## src/rtl/q3_sweep_ctrl.sv

```systemverilog
// rtl/q3_sweep_ctrl.sv - exhaustive 3-input stimulus sweep with truth-table capture
//
// Purpose: on an accepted start, walks {A,B,C} through 000..111, holds each
// vector for DWELL cycles and samples the downstream F1/F2 responses into two
// 8-bit truth tables at the end of each hold.
//
// Ports:
//   clk      in   rising-edge clock
//   rst      in   synchronous active-high reset
//   start    in   sweep request, honoured only in IDLE
//   A,B,C    out  stimulus vector (A = MSB)
//   F1,F2    in   responses from the same-clock combinational block
//   busy     out  high while vectors are being swept
//   done     out  one-cycle pulse after the last sample
//   vec_idx  out  current vector index, equal to {A,B,C}
//   tt_f1    out  captured F1, bit i = F1 for vector i
//   tt_f2    out  captured F2, bit i = F2 for vector i

module q3_sweep_ctrl #(
  parameter int unsigned DWELL = 5
) (
  input  logic       clk,
  input  logic       rst,
  input  logic       start,
  output logic       A,
  output logic       B,
  output logic       C,
  input  logic       F1,
  input  logic       F2,
  output logic       busy,
  output logic       done,
  output logic [2:0] vec_idx,
  output logic [7:0] tt_f1,
  output logic [7:0] tt_f2
);

  localparam logic [7:0] LP_CNT_LAST = 8'(DWELL - 1);

  typedef enum logic [1:0] {
    ST_IDLE  = 2'd0,
    ST_DRIVE = 2'd1,
    ST_DONE  = 2'd2
  } state_t;

  state_t     r_state;
  state_t     w_state_next;
  logic [2:0] r_idx;
  logic [7:0] r_cnt;
  logic [7:0] r_tt_f1;
  logic [7:0] r_tt_f2;
  logic       w_hold_end;
  logic       w_busy;
  logic       w_done;
  logic [2:0] w_vec;

  assign w_hold_end = (r_cnt == LP_CNT_LAST);

  always_ff @(posedge clk) begin
    if (rst) begin
      r_state <= ST_IDLE;
    end else begin
      r_state <= w_state_next;
    end
  end

  always_comb begin
    w_state_next = r_state;
    w_busy       = 1'b0;
    w_done       = 1'b0;
    w_vec        = 3'd0;
    case (r_state)
      ST_IDLE: begin
        if (start) begin
          w_state_next = ST_DRIVE;
        end
      end
      ST_DRIVE: begin
        w_busy = 1'b1;
        w_vec  = r_idx;
        if (w_hold_end && (r_idx == 3'd7)) begin
          w_state_next = ST_DONE;
        end
      end
      ST_DONE: begin
        w_done       = 1'b1;
        w_state_next = ST_IDLE;
      end
      default: begin
        w_state_next = ST_IDLE;
      end
    endcase
  end

  // Dwell counter, vector index and truth-table capture. F1/F2 are taken
  // directly: they are combinational functions of this block's own outputs.
  always_ff @(posedge clk) begin
    if (rst) begin
      r_idx   <= 3'd0;
      r_cnt   <= 8'd0;
      r_tt_f1 <= 8'h00;
      r_tt_f2 <= 8'h00;
    end else begin
      case (r_state)
        ST_IDLE: begin
          if (start) begin
            r_idx   <= 3'd0;
            r_cnt   <= 8'd0;
            r_tt_f1 <= 8'h00;
            r_tt_f2 <= 8'h00;
          end
        end
        ST_DRIVE: begin
          if (w_hold_end) begin
            r_tt_f1[r_idx] <= F1;
            r_tt_f2[r_idx] <= F2;
            r_cnt          <= 8'd0;
            r_idx          <= (r_idx == 3'd7) ? 3'd0 : r_idx + 3'd1;
          end else begin
            r_cnt <= r_cnt + 8'd1;
          end
        end
        default: begin
          r_cnt <= 8'd0;
        end
      endcase
    end
  end

  assign A       = w_vec[2];
  assign B       = w_vec[1];
  assign C       = w_vec[0];
  assign vec_idx = w_vec;
  assign busy    = w_busy;
  assign done    = w_done;
  assign tt_f1   = r_tt_f1;
  assign tt_f2   = r_tt_f2;

endmodule

```

## config.mk

```make
export PLATFORM = sky130hd
export DESIGN_NAME = q3_sweep_ctrl
export DESIGN_NICKNAME = d
export VERILOG_FILES = /design/src/rtl/q3_sweep_ctrl.sv
export SDC_FILE = /design/constraint.sdc
export NUM_CORES = 1
export LEC_CHECK = 0
export ABC_AREA = 1
export BUFFER_PORTS_ARGS = -buffer_cell sky130_fd_sc_hd__buf_4
export CAP_MARGIN = 20
export CORE_MARGIN = 4
export CORE_UTILIZATION = 54
export DETAILED_ROUTE_END_ITERATION = 8
export HOLD_SLACK_MARGIN = 0.08
export PLACE_DENSITY_LB_ADDON = 0.08
export SLEW_MARGIN = 25
export SYNTH_ARGS = -nofsm -noshare
export SYNTH_HDL_FRONTEND = slang
export SYNTH_SLANG_ARGS = --single-unit
```

## constraint.sdc

```tcl
create_clock -name clk -period 1.7 [get_ports clk]
set_input_delay 0.17 -clock clk [delete_from_list [all_inputs] [get_ports clk]]
set_output_delay 0.17 -clock clk [all_outputs]
set_load 0.005 [all_outputs]
```

==> impl_metrics.py, run 1 <==
metrics = {
    "outcome": {
        "outcome": "complete, no violations",
    },
    "routing": {
        "antenna_left": 0,
        "num_vias": 1529,
        "first_pass_iters": 4,
        "avgRoutedWirePerCell_microns": 12.9,
        "drc": 0,
        "vias_per_cell": 5.62,
        "drt_iter0_drc": 83,
        "routed_wirelength_mm": 3.52,
    },
    "die": {
        "fp.dieH_microns": 60.3,
        "io_pins": 29,
        "die_w_microns": 60.3,
        "rows": 18,
        "dieArea_sq_mm": 0.00364,
        "core_sq_mm": 0.00254,
        "start_util": 0.581,
    },
    "critical_path": {
        "worst-path-buf-inv": 2,
        "crit_arrival_ns": 1.37,
        "cp.required_ns": 1.53,
        "cp_slowest_stage_delay_ns": 0.38,
        "crit_path_start_kind": "flop",
        "critPathMaxFanout": 6,
        "crit_slowest_cell": "dfxtp_1",
        "crit_chain": "nor2_2, inv_1, nor2_1, buf_4",
        "critical-path-top-delay-family": "flip-flops",
        "crit_type": "flop to primary output",
        "crit_path_end_kind": "primary output",
    },
    "pwr": {
        "combPwrFrac": 0.174,
        "switching_share": 0.291,
        "switching_power_mw": 0.422,
        "p_total_mw": 1.45,
        "powerDensity_mw_per_mm2": 814,
        "peakVddDrop_mv": 0.628,
        "power_frac_clock": 0.331,
        "p_leak_nw": 0.804,
        "internal_power_mw": 1.03,
        "p_seq_frac": 0.495,
    },
    "timing": {
        "layout_setup_ws_ns": 0.164,
        "setup_viol": 0,
        "skew_ns": 0.0132,
        "report.final.slew_viol_count": 0,
        "timing.final.crit_share": 0.903,
        "max_freq_ghz": 0.651,
        "setup-tns-final_ns": 0,
        "rsz0062_at_grt": "false",
        "max_slew_margin": 0.746,
        "fin_crit_ns": 1.54,
        "timing.final.hold_violations": 0,
        "worst_slew_pin_slew_ns": 0.380,
    },
    "cts": {
        "h-tree-depth": 2,
        "postCtsHoldBufs": 0,
        "cts_made_buffers": 5,
        "cts_buffer_depth": 2,
        "cts_root_buf": "clkbuf_4",
        "clkTransAtPathRegs_ns": 0.10,
        "postCtsSetupRepairBufs": 0,
        "cts_resized": 0,
        "cts_tree": "done",
        "worstSkewPairLatency_ns": 0.33,
        "clkSinkCount": 29,
    },
    "synthesis": {
        "synth_area_sq_mm": 0.00148,
        "synth_top_area_cell": "dfxtp_1",
        "synth-seq-cells": 29,
        "synth_cells": 213,
        "syn_nets": 222,
        "async_reset_ff_frac": 0,
        "ys.flop_type": "dfxtp_1",
        "synth-seq-area-share": 0.393,
        "syn_area_per_cell_sq_um": 6.94,
        "synthTopCellsByCount": "nand2_1 (46), a21oi_1 (30), dfxtp_1 (29), inv_1 (26), nand3_1 (24)",
        "synth_edf_count": 0,
        "synthDistinctLibCells": 20,
        "synthTopCellsByArea": "dfxtp_1 (39%), nand2_1 (12%), a21oi_1 (10%)",
        "synth_most_common_cell": "nand2_1",
        "synth_top_area_share": 0.393,
        "synth_warnings": 0,
    },
    "global_route": {
        "antenna_found_initial": 0,
        "grt_pass1_vias": 1443,
        "grt_pass1_wl_mm": 6.00,
        "grt_max_degree": 31,
        "grtUsageTotal": 0.219,
        "grt_overflow": 0,
    },
    "layout": {
        "fillers": 227,
        "area_delta_synth_final_pct": 20.2,
        "final_util": 0.699,
        "drive_above_1_share": 0.194,
        "num_antenna_cells": 0,
        "final_area_sq_mm": 0.00178,
        "fin_nets": 250,
    },
    "placed_design": {
        "hpwlAfterDp_mm": 2.55,
        "gp_congestion": 0.868,
        "pre_cts_ws_ns": 0.194,
        "dpl_cell_area_sq_mm": 0.00171,
        "port_buffers": 28,
    },
    "flow_run": {
        "maxCapViolCount": 0,
    },
    "min_path": {
        "min_path_type": "input pin to flop",
    },
}
==> power groups by stage <==
stage / clock network [mW] / logic [mW] / registers (mW)
final: 0.479 / 0.252 / 0.717
after floorplan: 0 / 0.176 / 0.728
after global routing: 0.527 / 0.286 / 0.719
after CTS: 0.497 / 0.250 / 0.717
after detailed placement: 0 / 0.249 / 0.732
after global placement: 0 / 0.239 / 0.731
==> state kept, by name, indices dropped and copies added, names as in the netlist <==
name / cells
r_cnt: 8
r_idx: 3
r_state: 2
tt_f1: 8
tt_f2: 8
==> cells in the final DEF (no fill, tap or decap) <==
cell and instances:
a21oi_1 30, a31oi_1 1, buf_12 1, buf_4 31, clkbuf_4 5, clkbuf_8 2
clkinv_2 1, dfxtp_1 29, ha_1 4, inv_1 26, inv_2 1, nand2_1 46
nand3_1 24, nand4_1 17, nor2_1 12, nor2_2 3, nor2_4 2, nor3_1 2
nor3b_1 1, nor4_1 2, o21ai_0 1, o21ai_2 1
==> final timing paths <==
path,cells past startpoint,startpoint,slack [ns],endpoint
max,4,r_state[1],0.16,B
min,4,start,0.16,r_cnt[6]
max reg2reg,8,r_cnt[0],0.18,tt_f1[5]
min reg2reg,2,r_cnt[4],0.46,r_cnt[4]
==> cell type report <==
| type | count | area (sq um) | share of cell area |
|---|---|---|---|
| well taps | 30 | 37.5 | 0.0211 |
| flip-flops and latches | 29 | 581 | 0.327 |
| clock inverters | 1 | 5.00 | 0.00281 |
| inverters | 27 | 101 | 0.0570 |
| clock buffers | 7 | 65.1 | 0.0366 |
| multi-input cells | 146 | 736 | 0.414 |
| repair buffers | 32 | 253 | 0.142 |
==> worst min-delay path, delay by kind of cell <==
kind                   cells  cell delay (ns)
AO/OA/AOI/OAI              1             0.06
buffers and inverters      1             0.10
AND/OR/NAND/NOR            2             0.12
==> layer usage <==
layer,vias to the layer above,share of wire,GRT usage
li1,767,-,-
met1,698,0.43,0.259
met2,52,0.48,0.347
met3,12,0.060,0.0596
met4,0,0.027,0.142
met5,-,0,0
==> per-stage QoR <==
stage / hold slack, ns / std cells
after floorplan: 0.239 / 213
after detailed placement: 0.453 / 264
final: 0.163 / 272
after global placement: 0.448 / 264
after CTS: 0.148 / 272
after global routing: 0.171 / 272
==> cell families (layout without fill, tap and decap cells) <==
| kind of cell | after synthesis | after routing | synth area share |
|---|---|---|---|
| adders and majority gates | 4 | 4 | 0.0338 |
| DFF | 29 | 29 | 0.393 |
| AOI/OAI and AO/OA | 33 | 33 | 0.113 |
| and+or+nand+nor | 109 | 109 | 0.349 |
| buffers and inverters | 38 | 67 | 0.113 |
(Power assumes the default switching activity.)
==> run 2: changes to the inputs <==
Settings changed: CORE_MARGIN 4 to 5.
==> run 2 against run 1 <==
Effect of this change: worst setup slack worse by 0.0079 ns; power hardly changed; largest cell class unchanged; clock skew down 0.0026 ns; count of clock-buffer cells in the layout unchanged; hold slack got worse by 0.014 ns; highest routed layer unchanged; clock power is essentially flat; final cell count rose by 0.74%.
==> impl_metrics.py, run 2 (synthesis gave the netlist of run 1 again) <==
metrics = {
    "critical_path": {
        "worst-path-buf-inv": 3,
        "crit_arrival_ns": 1.37,
        "crit_path_end_kind": "primary output",
        "critPathMaxFanout": 6,
        "cp.required_ns": 1.53,
        "crit_chain": "inv_1, nor2_2, inv_2, nor2_1, buf_4",
        "critical-path-top-delay-family": "simple AND/OR/NAND/NOR gates",
        "critPathLaunch": "r_state[0]",
        "crit_slowest_cell": "dfxtp_1",
        "reg2reg_from": "r_cnt[0]",
        "crit_type": "flop to primary output",
        "cp_slowest_stage_delay_ns": 0.34,
        "crit_path_start_kind": "flop",
    },
    "timing": {
        "layout_setup_ws_ns": 0.157,
        "fin_crit_ns": 1.54,
        "timing.hold.ws_ns": 0.149,
        "timing.final.crit_share": 0.908,
        "worst_slew_pin_slew_ns": 0.387,
        "max_freq_ghz": 0.648,
        "setup-tns-final_ns": 0,
        "timing.final.hold_violations": 0,
        "skew_ns": 0.0106,
        "max_slew_margin": 0.742,
        "setup_viol": 0,
        "rsz0062_at_grt": "false",
        "report.final.slew_viol_count": 0,
    },
    "pwr": {
        "peakVddDrop_mv": 0.826,
        "p_seq_frac": 0.495,
        "p_total_mw": 1.45,
        "power_frac_clock": 0.333,
        "switching_power_mw": 0.425,
        "p_leak_nw": 0.803,
        "internal_power_mw": 1.02,
        "combPwrFrac": 0.171,
        "switching_share": 0.293,
        "powerDensity_mw_per_mm2": 816,
    },
    "cts": {
        "cts_made_buffers": 5,
        "cts_tree": "done",
        "worstSkewPairLatency_ns": 0.33,
        "cts_root_buf": "clkbuf_4",
        "cts_buffer_depth": 2,
        "postCtsHoldBufs": 0,
        "clkSinkCount": 29,
        "clkTransAtPathRegs_ns": 0.10,
        "h-tree-depth": 2,
    },
    "flow_run": {
        "maxCapViolCount": 0,
    },
    "layout": {
        "final_util": 0.660,
        "drive_above_1_share": 0.202,
        "fillers": 257,
        "num_antenna_cells": 0,
        "fin_nets": 251,
        "final_area_sq_mm": 0.00177,
        "final_cell_mix": "nand2_1 (46), buf_4 (33), a21oi_1 (30), dfxtp_1 (29), inv_1 (25)",
        "area_delta_synth_final_pct": 20.0,
        "layout_commonest_cell": "nand2_1",
        "fin_cells": 274,
    },
    "min_path": {
        "hp-start": "start",
        "min_path_type": "input pin to flop",
    },
    "routing": {
        "first_pass_iters": 4,
        "avgRoutedWirePerCell_microns": 12.7,
        "routed_wirelength_mm": 3.48,
        "antenna_left": 0,
        "drt_iter0_drc": 111,
        "num_vias": 1486,
        "vias_per_cell": 5.42,
        "drc": 0,
    },
    "placed_design": {
        "dpl_cell_area_sq_mm": 0.00170,
        "port_buffers": 28,
        "placedCellCount": 266,
        "hpwlAfterDp_mm": 2.60,
        "gp_congestion": 0.862,
        "pre_cts_ws_ns": 0.155,
    },
    "global_route": {
        "grt_pass1_vias": 1410,
        "grtUsageTotal": 0.194,
        "antenna_found_initial": 0,
        "grt_max_degree": 29,
        "grt_overflow": 0,
        "grt_pass1_wl_mm": 6.16,
    },
    "die": {
        "io_pins": 29,
        "core_sq_mm": 0.00269,
        "rows": 19,
        "dieArea_sq_mm": 0.00389,
        "start_util": 0.551,
        "fp.dieH_microns": 62.3,
        "die_w_microns": 62.3,
    },
    "outcome": {
        "outcome": "complete, no violations",
    },
}
==> run 2: changes by cell type in the layout (fill, tap and decap cells not counted), sizes merged <==
cell | before | now
buf | 32 | 33
==> run 2: worst paths after layout <==
kind                            cells after the start  slack (ns)       end
worst min-delay path                                4        0.15  r_cnt[6]
worst max-delay path                                5        0.16         B
worst max register to register                      8        0.16  tt_f2[2]
worst min register to register                      2        0.47  tt_f1[6]
==> run 2: power groups by stage <==
stage	combinational [mW]	clock (mW)	sequential (mW)
after floorplan	0.176	0	0.728
after global placement	0.240	0	0.731
after detailed placement	0.247	0	0.732
after CTS	0.248	0.501	0.717
after global routing	0.278	0.544	0.721
final	0.248	0.482	0.717
==> run 2: repair_timing <==
action	CTS	global route
setup endpoints to repair	0	6
gates resized for setup	0	1
setup buffers	0	0
==> run 2: final cells by class <==
type                            count  area, sq um  share of cell area
Clock buffer                        7         65.1              0.0367
Tap cell                           31         38.8              0.0219
Multi-Input combinational cell    146          736               0.415
Clock inverter                      1         5.00             0.00282
Timing Repair Buffer               33          248               0.140
Inverter                           27          101              0.0571
Sequential cell                    29          581               0.327
==> run 2: routing by layer <==
layer | GRT usage | up-vias | part of all wire
met5 | 0 | - | 0
li1 | - | 767 | -
met4 | 0.0663 | 0 | 0.013
met2 | 0.339 | 42 | 0.48
met1 | 0.219 | 671 | 0.44
met3 | 0.0631 | 6 | 0.064
==> run 2: worst register-to-register path: stages (launching register included) <==
cell,delay (ns)
dfxtp_1,0.32
inv_1,0.12
ha_1,0.16
nand3_1,0.11
o21ai_2,0.23
buf_4,0.24
nand3_1,0.12
nand2_1,0.08
a21oi_1,0.06
